## src/rtl/aurora_pkg.sv

```systemverilog
// Shared definitions for the Aurora lane striper: character codes, lane word width
// and the framing FSM state type.
package aurora_pkg;

  localparam int unsigned LaneW = 16;

  // First transmitted byte sits in [15:8].
  localparam logic [LaneW-1:0] CharIdle = 16'hBCBC;
  localparam logic [LaneW-1:0] CharScp  = 16'h5CFB;
  localparam logic [LaneW-1:0] CharEcp  = 16'hFDFE;
  localparam logic [LaneW-1:0] CharPad  = 16'h9C9C;
  localparam logic [LaneW-1:0] CharCc   = 16'hF7F7;

  localparam logic [1:0] KCtrl = 2'b11;
  localparam logic [1:0] KData = 2'b00;

  typedef enum logic [1:0] {
    StIdle,
    StSof,
    StData,
    StEof
  } state_e;

endpackage

```

## src/rtl/aurora_lane_striper_if.sv

```systemverilog
// AXI-stream user interface feeding the lane striper.
interface aurora_lane_striper_if #(
  parameter int unsigned LANES = 4
);
  import aurora_pkg::*;

  logic                     tvalid;
  logic                     tready;
  logic [LANES*LaneW-1:0]   tdata;
  logic [LANES-1:0]         tkeep;
  logic                     tlast;

  modport master (output tvalid, tdata, tkeep, tlast, input tready);
  modport slave  (input tvalid, tdata, tkeep, tlast, output tready);

endinterface

```

## src/rtl/aurora_cc_timer.sv

```systemverilog
// Free-running clock-compensation timer: raises cc_active_o for CC_LEN cycles
// starting the cycle after each CC_PERIOD wrap.
module aurora_cc_timer #(
  parameter int unsigned CC_PERIOD = 5000,
  parameter int unsigned CC_LEN    = 6
) (
  input  logic clk,
  input  logic rst_n,
  output logic cc_active_o
);

  localparam int unsigned CntW = $clog2(CC_PERIOD);

  logic [CntW-1:0] cnt_d, cnt_q;
  logic [3:0]      burst_d, burst_q;

  always_comb begin
    cnt_d   = cnt_q + CntW'(1);
    burst_d = burst_q;
    if (burst_q != 4'd0) begin
      burst_d = burst_q - 4'd1;
    end
    if (cnt_q == CntW'(CC_PERIOD - 1)) begin
      cnt_d   = '0;
      burst_d = 4'(CC_LEN);
    end
  end

  always_ff @(posedge clk or negedge rst_n) begin
    if (!rst_n) begin
      cnt_q   <= '0;
      burst_q <= 4'd0;
    end else begin
      cnt_q   <= cnt_d;
      burst_q <= burst_d;
    end
  end

  assign cc_active_o = (burst_q != 4'd0);

endmodule

```

## src/rtl/aurora_lane_striper.sv

```systemverilog
// Aurora lane striper: frames AXI-stream beats onto LANES lanes with SCP/ECP delimiters,
// PAD fill for unused lanes and periodic clock-compensation bursts.
module aurora_lane_striper
  import aurora_pkg::*;
#(
  parameter int unsigned LANES     = 4,
  parameter int unsigned CC_PERIOD = 5000,
  parameter int unsigned CC_LEN    = 6
) (
  input  logic                        clk,
  input  logic                        rst_n,
  input  logic                        channel_up,
  aurora_lane_striper_if.slave        s_axi,
  output logic [LANES-1:0][LaneW-1:0] lane_data,
  output logic [LANES-1:0][1:0]       lane_k,
  output logic                        frame_abort
);

  state_e state_d, state_q;
  logic   cc_active;
  logic   hs;

  logic [LANES-1:0][LaneW-1:0] lane_data_d, lane_data_q;
  logic [LANES-1:0][1:0]       lane_k_d, lane_k_q;
  logic                        frame_abort_d, frame_abort_q;

  aurora_cc_timer #(
    .CC_PERIOD(CC_PERIOD),
    .CC_LEN   (CC_LEN)
  ) u_cc_timer (
    .clk        (clk),
    .rst_n      (rst_n),
    .cc_active_o(cc_active)
  );

  assign s_axi.tready = (state_q == StData) && !cc_active && channel_up;
  assign hs           = s_axi.tvalid && s_axi.tready;

  // Link loss wins over the CC freeze so a dropped channel always returns to idle.
  always_comb begin
    state_d       = state_q;
    frame_abort_d = 1'b0;
    if (!channel_up) begin
      state_d       = StIdle;
      frame_abort_d = (state_q == StSof) || (state_q == StData);
    end else if (!cc_active) begin
      unique case (state_q)
        StIdle:  if (s_axi.tvalid) state_d = StSof;
        StSof:   state_d = StData;
        StData:  if (hs && s_axi.tlast) state_d = StEof;
        StEof:   state_d = StIdle;
        default: state_d = StIdle;
      endcase
    end
  end

  always_comb begin
    for (int i = 0; i < LANES; i++) begin
      lane_data_d[i] = cc_active ? CharCc : CharIdle;
      lane_k_d[i]    = KCtrl;
    end
    if (!cc_active && channel_up) begin
      unique case (state_q)
        StSof: lane_data_d[0] = CharScp;
        StEof: lane_data_d[0] = CharEcp;
        StData: begin
          if (hs) begin
            for (int i = 0; i < LANES; i++) begin
              if (s_axi.tkeep[i]) begin
                lane_data_d[i] = s_axi.tdata[LaneW*i +: LaneW];
                lane_k_d[i]    = KData;
              end else begin
                lane_data_d[i] = CharPad;
              end
            end
          end
        end
        default: ;
      endcase
    end
  end

  always_ff @(posedge clk or negedge rst_n) begin
    if (!rst_n) begin
      state_q       <= StIdle;
      lane_data_q   <= {LANES{CharIdle}};
      lane_k_q      <= {LANES{KCtrl}};
      frame_abort_q <= 1'b0;
    end else begin
      state_q       <= state_d;
      lane_data_q   <= lane_data_d;
      lane_k_q      <= lane_k_d;
      frame_abort_q <= frame_abort_d;
    end
  end

  assign lane_data   = lane_data_q;
  assign lane_k      = lane_k_q;
  assign frame_abort = frame_abort_q;

endmodule

```

## src/flat_wrapper.sv

```systemverilog
// flat-port wrapper written by rule: the top's interface ports become plain ports
module aurora_lane_striper_flat import aurora_pkg::*;
#(
  parameter int unsigned LANES     = 4,
  parameter int unsigned CC_PERIOD = 5000,
  parameter int unsigned CC_LEN    = 6
)
  (clk, rst_n, channel_up, lane_data, lane_k, frame_abort, s_axi_tvalid, s_axi_tdata, s_axi_tkeep, s_axi_tlast, s_axi_tready);
  aurora_lane_striper_if #(.LANES(LANES)) s_axi_i ();
  input  logic clk;
  input  logic rst_n;
  input  logic channel_up;
  output logic [LANES-1:0][LaneW-1:0] lane_data;
  output logic [LANES-1:0][1:0] lane_k;
  output logic frame_abort;
  input wire logic [$bits(s_axi_i.tvalid)-1:0] s_axi_tvalid;
  input wire logic [$bits(s_axi_i.tdata)-1:0] s_axi_tdata;
  input wire logic [$bits(s_axi_i.tkeep)-1:0] s_axi_tkeep;
  input wire logic [$bits(s_axi_i.tlast)-1:0] s_axi_tlast;
  output wire logic [$bits(s_axi_i.tready)-1:0] s_axi_tready;
  assign s_axi_i.tvalid = s_axi_tvalid;
  assign s_axi_i.tdata = s_axi_tdata;
  assign s_axi_i.tkeep = s_axi_tkeep;
  assign s_axi_i.tlast = s_axi_tlast;
  assign s_axi_tready = s_axi_i.tready;
  aurora_lane_striper #(.LANES(LANES), .CC_PERIOD(CC_PERIOD), .CC_LEN(CC_LEN)) u_core (.clk(clk), .rst_n(rst_n), .channel_up(channel_up), .s_axi(s_axi_i), .lane_data(lane_data), .lane_k(lane_k), .frame_abort(frame_abort));
endmodule
```

## config.mk

```make
export PLATFORM = sky130hd
export DESIGN_NAME = aurora_lane_striper_flat
export DESIGN_NICKNAME = d
export VERILOG_FILES = /design/src/rtl/aurora_pkg.sv /design/src/rtl/aurora_lane_striper_if.sv /design/src/rtl/aurora_cc_timer.sv /design/src/rtl/aurora_lane_striper.sv /design/src/flat_wrapper.sv
export SDC_FILE = /design/constraint.sdc
export NUM_CORES = 1
export LEC_CHECK = 0
export BUFFER_PORTS_ARGS = -buffer_cell sky130_fd_sc_hd__buf_4
export CAP_MARGIN = 40
export CORE_ASPECT_RATIO = 0.7
export CORE_MARGIN = 10
export CORE_UTILIZATION = 48
export DETAILED_ROUTE_END_ITERATION = 12
export PLACE_DENSITY = 0.8
export RECOVER_POWER = 50
export SKIP_CTS_REPAIR_TIMING = 1
export SYNTH_ARGS = -nofsm -noshare
export SYNTH_HDL_FRONTEND = slang
export SYNTH_SLANG_ARGS = --single-unit
```

## constraint.sdc

```tcl
create_clock -name clk -period 2.4 [get_ports clk]
set_input_delay 0.12 -clock clk [delete_from_list [all_inputs] [get_ports clk]]
set_output_delay 0.12 -clock clk [all_outputs]
set_load 0.01 [all_outputs]
```

---- Word-level counts from Yosys, hierarchy flattened ----
Cells that the tools add are included.
word-level totals
  bits in registers ....................... 92
  bits of input ports ..................... 73
  output and inout bits ................... 74
  word-level logic and storage cells ...... 57
cells by class
  add/sub/neg operators ................... 2
  equal/unequal tests ..................... 7
  muxes and demuxes ....................... 25
  reduce and logical (&&, ||, !) cells .... 11
operators by type and width
  cell                     number
  $mux W64                 2
  $mux W16                 4
  $mux W48                 1
  $pmux W16 S3             1
  $mux W8                  3
  $mux W2                  8
  $mux W15                 1
  $add A13 B1 Y13 const B  1
  $eq A13 B13 Y1 const B   1
  $mux W13                 1
  $mux W4                  2
  $pmux W2 S4              1
  $ne A3 B3 Y1 const B     2
  $logic_and A1 B1 Y1      5
  $eq A2 B2 Y1 const B     2
  $reduce_bool A4 Y1       1
  $sub A4 B1 Y4 const B    1
  $reduce_and A3 Y1        1
  $eq A2 B1 Y1 const B     1
  $logic_not A2 Y1         1
  $ne A2 B2 Y1 const B     1
  $reduce_bool A2 Y1       1
  $logic_not A1 Y1         1
  $logic_or A1 B1 Y1       1
  $mux W1                  1

---- Longest topological paths before layout ----
Gate-level depths: netlist of run 1.
  word-level depth ........................ 10
  depth in mapped cells ................... 8
  depth with buffers taken out ............ 6

---- Modules after synthesis ----
A second synthesis of run 1 with hierarchy kept.
second synthesis, totals
  cells, all modules ...................... 296
  area total of the unflattened synthesis .. 3588.4 um2
modules (own cells, without submodules)
  module               instances  cells each  area an instance (um2)  sequential area each (um2)
  aurora_lane_striper  1          220         2762.6                  1831.8
  aurora_cc_timer      1          76          825.8                   425.4

---- Worst setup path before layout of run 1 ----
No wires, ideal clock.
  path type ............................... flip-flop to flip-flop
  start point ............................. register u_core.state_q[1]
  end point ............................... register u_core.lane_data_q, in the netlist u_core.lane_data[10]
  setup time .............................. 99 ps
  data arrival time ....................... 1666 ps
  required time ........................... 2301 ps
  slack ................................... 635 ps
  stages on the path, launching flop included .. 7
  path buffers ............................ 1
  clock period less this slack ............ 1765 ps
  cell sequence ........................... dfrtp_1 clkbuf_1 inv_1 ha_1 nand2b_1 a2111oi_4 o21ai_0
RTL lines
  item                    RTL line                   source
  start, declared         aurora_lane_striper.sv:19  state_e state_d, state_q;
  start signal, assigned  aurora_lane_striper.sv:85  state_q <= StIdle;
  start signal, assigned  aurora_lane_striper.sv:90  state_q <= state_d;
  end signal, assigned    aurora_lane_striper.sv:86  lane_data_q <= {LANES{CharIdle}};
  end signal, assigned    aurora_lane_striper.sv:91  lane_data_q <= lane_data_d;
  end, declared           aurora_lane_striper.sv:23  logic [LANES-1:0][LaneW-1:0] lane_data_d, lane_data_q;

---- Final worst setup path of run 1 ----
  start point ............................. register u_core.u_cc_timer.burst_q[0]
  end point ............................... output s_axi_tready
between the ends
  cells in the longest elaborated chain, start to end .. 4
RTL lines
  item                              RTL line                   source
  start, declared                   aurora_cc_timer.sv:15      logic [3:0] burst_d, burst_q;
  start signal, assigned            aurora_cc_timer.sv:35      burst_q <= burst_d;
  $reduce_bool A4 Y1                aurora_cc_timer.sv:39      assign cc_active_o = (burst_q != 4'd0);
  $logic_not A1 Y1                  aurora_lane_striper.sv:36  assign s_axi.tready = (state_q == StData) && !cc_active && channel_up;
  $logic_and A1 B1 Y1 (2 in a row)  aurora_lane_striper.sv:36
  end, declared                     flat_wrapper.sv:20         output wire logic [$bits(s_axi_i.tready)-1:0] s_axi_tready;
Every way passes these cells.

==> run metrics, run 1 <==
setup TNS=0 ns; status=complete, no violations; Inserted Clock Buffers=9; Worst-Margin Slew=1.067 ns; post-DP HPWL=7642 microns; Max VDD drop=between 0.0004 and 0.0005 V; Max Fanout on Critical Path=20; GR Util met1=0.2035; Min-Delay Path Class=input pin to flip-flop; first-pass GRT wire length=15200 microns; area share of the largest cell type after synthesis=0.3214; CP Class=flip-flop to output pin; Clock transition at path regs=0.09 ns; Worst R2R Setup Slack=0.33 ns; io pins=147; Max Freq=around 460 MHz; Final Hold Fails=0; Rows=26; WL final=around 12000 microns; Place WS=0.3967 ns; antenna viol nets, final=0; syn_nets=380; Max Cap Viol=0; RD Place Congestion=0.8490; Design Power=0.003597 W; asr flop ratio synth=1.000; DRC=0; 1st-pass router iterations=4; YS warnings=0; Root Driver=clkbuf_8; Relative slew margins=0.2889; clock buffer depth=2; worst skew pair latency=0.35 ns; gr usage total=0.1698; Mapped Area=3597 sq um; top post-synthesis cells by area=dfstp_2 32%, dfrtp_1 31%, a21o_1 3.8%; met3 Use GR=0.06549; area grow syn2layout=49.77%; largest net degree at the start of global routing=47; Netlist cell types=43; mean area per synthesized cell=11.99 sq um; post-synth top area cell=dfstp_2; Worst Setup End Kind=output pin; WL per Instance=19.13 microns; most common flop cell mapped by yosys=dfstp_2; Final setup violation count=0; leakage=roughly 2.6 nW; Post-synth EDFFs=0; pwr dens=approximately 670 nW/um^2; die area=11410 sq um; Starting Density=0.4936; die height=92.43 microns; sequential share of the synthesized area=0.6275; Setup Skew=0.006989 ns; antenna violations before repair=1; post-synthesis register bit count=88; PortBufs=146; vias per cell=approximately 5; # clock sinks=88; total gr overflow=0; RSZ-0062 raised after global routing=no; Die Wd=approximately 120 microns; CORE AREA=7287 sq um; crit path time final=2.151 ns; nets=578; slack of the critical path=0.2490 ns; proportion of layout cells with a drive suffix above 1=0.3678; CTS tree=built; GR Layer Usage met2=0.2779; Worst EP required=2.28 ns; via count=approximately 3k; initial DRC count=220; pins over their slew limit=0; H-tree depth=3; vias in the first global route=2883; Tcrit/Tclk final=0.8962; Top Usage Layer GRT=met2; startpoint types=flip-flop; Critical Path AT=between 2 and 2.5 ns; Post-Synthesis Cells=300
==> where the power goes <==
part / leakage (nW) / switching (W) / internal, W
logic: 1.39 / 0.000385 / 0.000360
clock network: 0.107 / 0.000558 / 0.000523
registers: 1.06 / 0.0000796 / 0.00169
==> cells in the mapped netlist (2+ instances only) <==
library cell / count
nor4_1: 2
xnor2_1: 4
or3_1: 2
mux2i_1: 2
nor2_1: 11
nand2_1: 24
ha_1: 7
xor2_1: 4
nand4_1: 7
buf_2: 2
a21oi_1: 9
o21a_1: 5
nand3_1: 9
nor3_1: 10
and3_1: 5
clkbuf_1: 8
buf_4: 7
buf_6: 2
a31oi_1: 4
dfrtp_1: 44
inv_1: 10
dfstp_2: 44
o21ai_0: 14
a21o_1: 18
nand2b_1: 20
a211o_1: 2
and4_1: 3
nor2b_1: 3
a211oi_1: 3
nor3b_1: 2
==> flip-flops by register name (all words and copies together), names as in the netlist <==
name and flops:
u_core.lane_data 64, u_core.u_cc_timer.cnt_q 13, u_core.lane_k 4, u_core.u_cc_timer.burst_q 4, u_core.state_q 2, u_core.frame_abort 1
==> area by class of cell <==
class	count	area [sq um]
multi-input combinational	183	1190
clock inverter	6	73.82
inverter	10	37.54
tap	98	122.6
clock buffer	10	137.6
timing repair buffer	206	1567
antenna	1	2.502
sequential	88	2257
fill	454	1899
==> metal layers <==
metal  wire length (microns)  share of wire  up-vias
li1                        -              -     1423
met1                    4796           0.42     1501
met2                    5598           0.49      125
met3                     918          0.080       17
met4                     202          0.018        0
met5                       0              0        -
==> cells by family after synthesis <==
kind of cell    Yosys count  share of synthesized area
flops                    88                     0.6275
xor+xnor                  8                    0.01948
simple gates            107                     0.1684
buf+inv                  29                    0.04244
fa+ha+maj                 7                    0.02435
mux                       2                   0.005565
compound gates           59                     0.1124
==> final timing paths <==
path	from	to	depth (start not counted)
max in group asynchronous	rst_n	u_core.lane_k[0]$_DFF_PN1_	3
hold reg to reg	u_core.u_cc_timer.cnt_q[0]$_DFF_PN0_	u_core.u_cc_timer.cnt_q[0]$_DFF_PN0_	1
setup / recovery	u_core.u_cc_timer.burst_q[0]$_DFFE_PN0P_	s_axi_tready	6
hold / removal	channel_up	u_core.frame_abort$_DFF_PN0_	2
min in group asynchronous	rst_n	u_core.lane_data[46]$_DFF_PN0_	2
setup reg to reg	u_core.state_q[1]$_DFFE_PN0P_	u_core.lane_data[27]$_DFF_PN1_	5
==> worst max-delay path, stage by stage, from the launching register on <==
cell and delay, ns:
dfrtp_1 0.38, inv_1 0.08, ha_1 0.21, or3b_4 0.50, buf_4 0.25, nor2_1 0.12
buf_4 0.13
==> metrics by stage <==
stage                     utilization  instance area (sq um)  hold slack, ns  std cells
after floorplan                     -                   3597         -0.1756        300
after global placement         0.6520                   4751          0.1395        530
after detailed placement       0.6520                   4751          0.1469        530
after CTS                      0.6810                   4962         -0.2419        546
after global routing           0.7394                   5388        0.006772        602
final                          0.7394                   5388         0.01327        602
==> cell usage in the layout, fill, tap and decap left out, types with 5 or more instances in the layout <==
cell type,n
o21ai_0,14
nor2_1,11
nand4_1,7
dfstp_2,44
a21o_1,18
dfrtp_1,44
nand2b_1,20
inv_1,10
ha_1,7
clkbuf_8,10
o21a_1,5
buf_4,115
clkbuf_1,34
nor3_1,10
and3_1,5
a21oi_1,9
nand3_1,9
nand2_1,24
dlygate4sd3_1,55
(Power assumes the default switching activity.)
==> run 2: changes to the inputs <==
- CORE_MARGIN: 10 -> default
==> run metrics, run 2 (synthesis gave the netlist of run 1 again) <==
Relative slew margins=0.3834 (+0.09450); part of the power in combinational logic=0.208 (about the same); pwr dens=659.2 nW/um^2 (-1.3%); first-pass GRT wire length=13830 microns (-9.0%); Critical Path AT=1.97 ns (-0.06 ns); Register-to-Register Path Depth=5 (unchanged); 1st-pass router iterations=4 (unchanged); worst skew pair latency=0.36 ns (about the same); Worst Setup End Kind=output pin; H-tree depth=3 (unchanged); Rows=25 (-3.8%); Top Usage Layer GRT=met2; Worst path slowest cell=or3b_1; DRC=0 (unchanged); Internal Power=0.002536 W (-1.5%); CP Cell Sequence=inv_1 > ha_1 > or3b_1 > nor2_1 > buf_4; Worst-Margin Slew=0.9249 ns (-0.1417 ns); antenna violations before repair=1 (unchanged); Final setup violation count=0 (unchanged); nets=580 (+0.35%); pins over their slew limit=0 (unchanged); largest net degree at the start of global routing=65 (+38%); Tcrit/Tclk final=0.8708 (-0.02545); antenna viol nets, final=0 (unchanged); post-DP HPWL=6494 microns (-15%); met3 Use GR=0.06486 (-0.0006388); die height=74.43 microns (-19%); Clock transition at path regs=0.09 ns (about the same); most common cell after layout, fill and taps aside=buf_4; reg2reg start=u_core.u_cc_timer.burst_q[0]$_DFFE_PN0P_; leakage=2.543 nW (-0.62%); Place WS=0.3635 ns (-0.03323 ns); io pins=147 (unchanged); CP Class=flip-flop to output pin; Starting Density=0.5134 (+0.01975); GR Layer Usage met2=0.4057 (+0.1278); Worst R2R Setup Slack=0.34 ns (about the same); slack of the critical path=0.3101 ns (+0.06107 ns); Setup Skew=0.01364 ns (+0.006648 ns); proportion of layout cells with a drive suffix above 1=0.3624 (-0.005417); hold slack=0.002027 ns (-0.01124 ns); switching power total=0.0009959 W (-2.6%); Worst EP required=2.28 ns (about the same); clock buffer depth=2 (unchanged); CORE AREA=7007 sq um (-3.8%); total gr overflow=0 (unchanged); Largest register FFs=64 (unchanged); Hold Path Origin=s_axi_tkeep[1]; Final Hold Fails=0 (unchanged); most frequent cells in the layout=116 x buf_4, 54 x dlygate4sd3_1, 44 x dfrtp_1, 44 x dfstp_2, 38 x clkbuf_1; setup TNS=0 ns (unchanged); vias per cell=5.168 (+1.5%); Min-Delay Path Class=input pin to flip-flop; GR Util met1=0.2984 (+0.09492); RSZ-0062 raised after global routing=no; final std cells w/o fill=600 (-0.33%); Max Cap Viol=0 (unchanged); RD Place Congestion=0.8395 (-1.1%); Design Power=0.003532 W (-1.8%); die area=7850 sq um (-31%); initial DRC count=187 (-15%); WL per Instance=18.15 microns (-5.1%); crit path time final=2.090 ns (-0.06107 ns); Die Wd=105.5 microns (-15%); Net Sw Frac=0.2820 (-0.002149); Inserted Clock Buffers=9 (unchanged); Max Fanout on Critical Path=15 (-25%); CTS tree=built; Max Freq=478.5 MHz (+2.9%); via count=3101 (+1.1%); status=complete, no violations; area grow syn2layout=48.94%; slowest cell delay on critical path=0.62 ns (+0.12 ns); reg2reg end=u_core.lane_data[12]$_DFF_PN1_; DP Cell Count=529 (-0.19%); Max VDD drop=0.0005073 V (+14%); WL final=10890 microns (-5.4%); Hold Crit Depth=3 (+1); clock power share=0.292 (-0.008); Worst Hold End=u_core.lane_data[29]$_DFF_PN1_; vias in the first global route=2760 (-4.3%); Flop pwr share=0.500 (+0.008); # clock sinks=88 (unchanged); Root Driver=clkbuf_8; startpoint types=flip-flop; PortBufs=146 (unchanged); gr usage total=0.2392 (+0.06948)
==> run 2: metrics by stage <==
stage / cell area [sq um] / util
after floorplan: 3597 / -
after global placement: 4748 / 0.6777
after detailed placement: 4776 / 0.6816
after CTS: 4974 / 0.7098
after global routing: 5358 / 0.7646
final: 5358 / 0.7646
==> run 2: critical path: cells and delay by family, from the launching register on <==
| family | cells | cell delay (ns) |
|---|---|---|
| adder cells (fa/ha/maj) | 1 | 0.21 |
| buffers and inverters | 2 | 0.23 |
| flip-flops | 1 | 0.38 |
| AND/OR/NAND/NOR | 2 | 0.80 |
==> run 2: power groups by stage <==
stage	registers [W]	clock network, W	logic (W)
3_5_place_dp	0.00179	0	0.000716
5_1_grt	0.00178	0.00112	0.000798
3_3_place_gp	0.00179	0	0.000696
6_report	0.00177	0.00103	0.000734
2_1_floorplan	0.00184	0	0.000235
4_1_cts	0.00177	0.00105	0.000717
==> run 2: worst max-delay path by stage <==
stage                                                         from                              to  slack [ns]  cells past startpoint
after global placement    u_core.u_cc_timer.burst_q[0]$_DFFE_PN0P_   u_core.lane_data[4]$_DFF_PN1_        0.48                      5
after global routing                                         rst_n  u_core.lane_data[20]$_DFF_PN1_         0.1                      4
after floorplan                      u_core.state_q[1]$_DFFE_PN0P_  u_core.lane_data[10]$_DFF_PN1_        0.64                      6
after CTS                 u_core.u_cc_timer.burst_q[0]$_DFFE_PN0P_                    s_axi_tready        0.30                      5
final                     u_core.u_cc_timer.burst_q[0]$_DFFE_PN0P_                    s_axi_tready        0.31                      5
after detailed placement  u_core.u_cc_timer.burst_q[0]$_DFFE_PN0P_  u_core.lane_data[12]$_DFF_PN1_        0.36                      5
==> run 2: cell type report <==
| type | instances | area (sq um) |
|---|---|---|
| inverter | 10 | 37.54 |
| antenna | 1 | 2.502 |
| multi-input combinational | 183 | 1187 |
| timing repair buffer | 208 | 1558 |
| clock buffer | 10 | 127.6 |
| tap | 94 | 117.6 |
| clock inverter | 6 | 70.07 |
| sequential | 88 | 2257 |
| fill | 448 | 1649 |
==> run 2: metal layers <==
layer	wire length [microns]	vias up
met4	380	0
li1	-	1427
met2	5331	148
met1	4462	1498
met3	716	28
met5	0	-
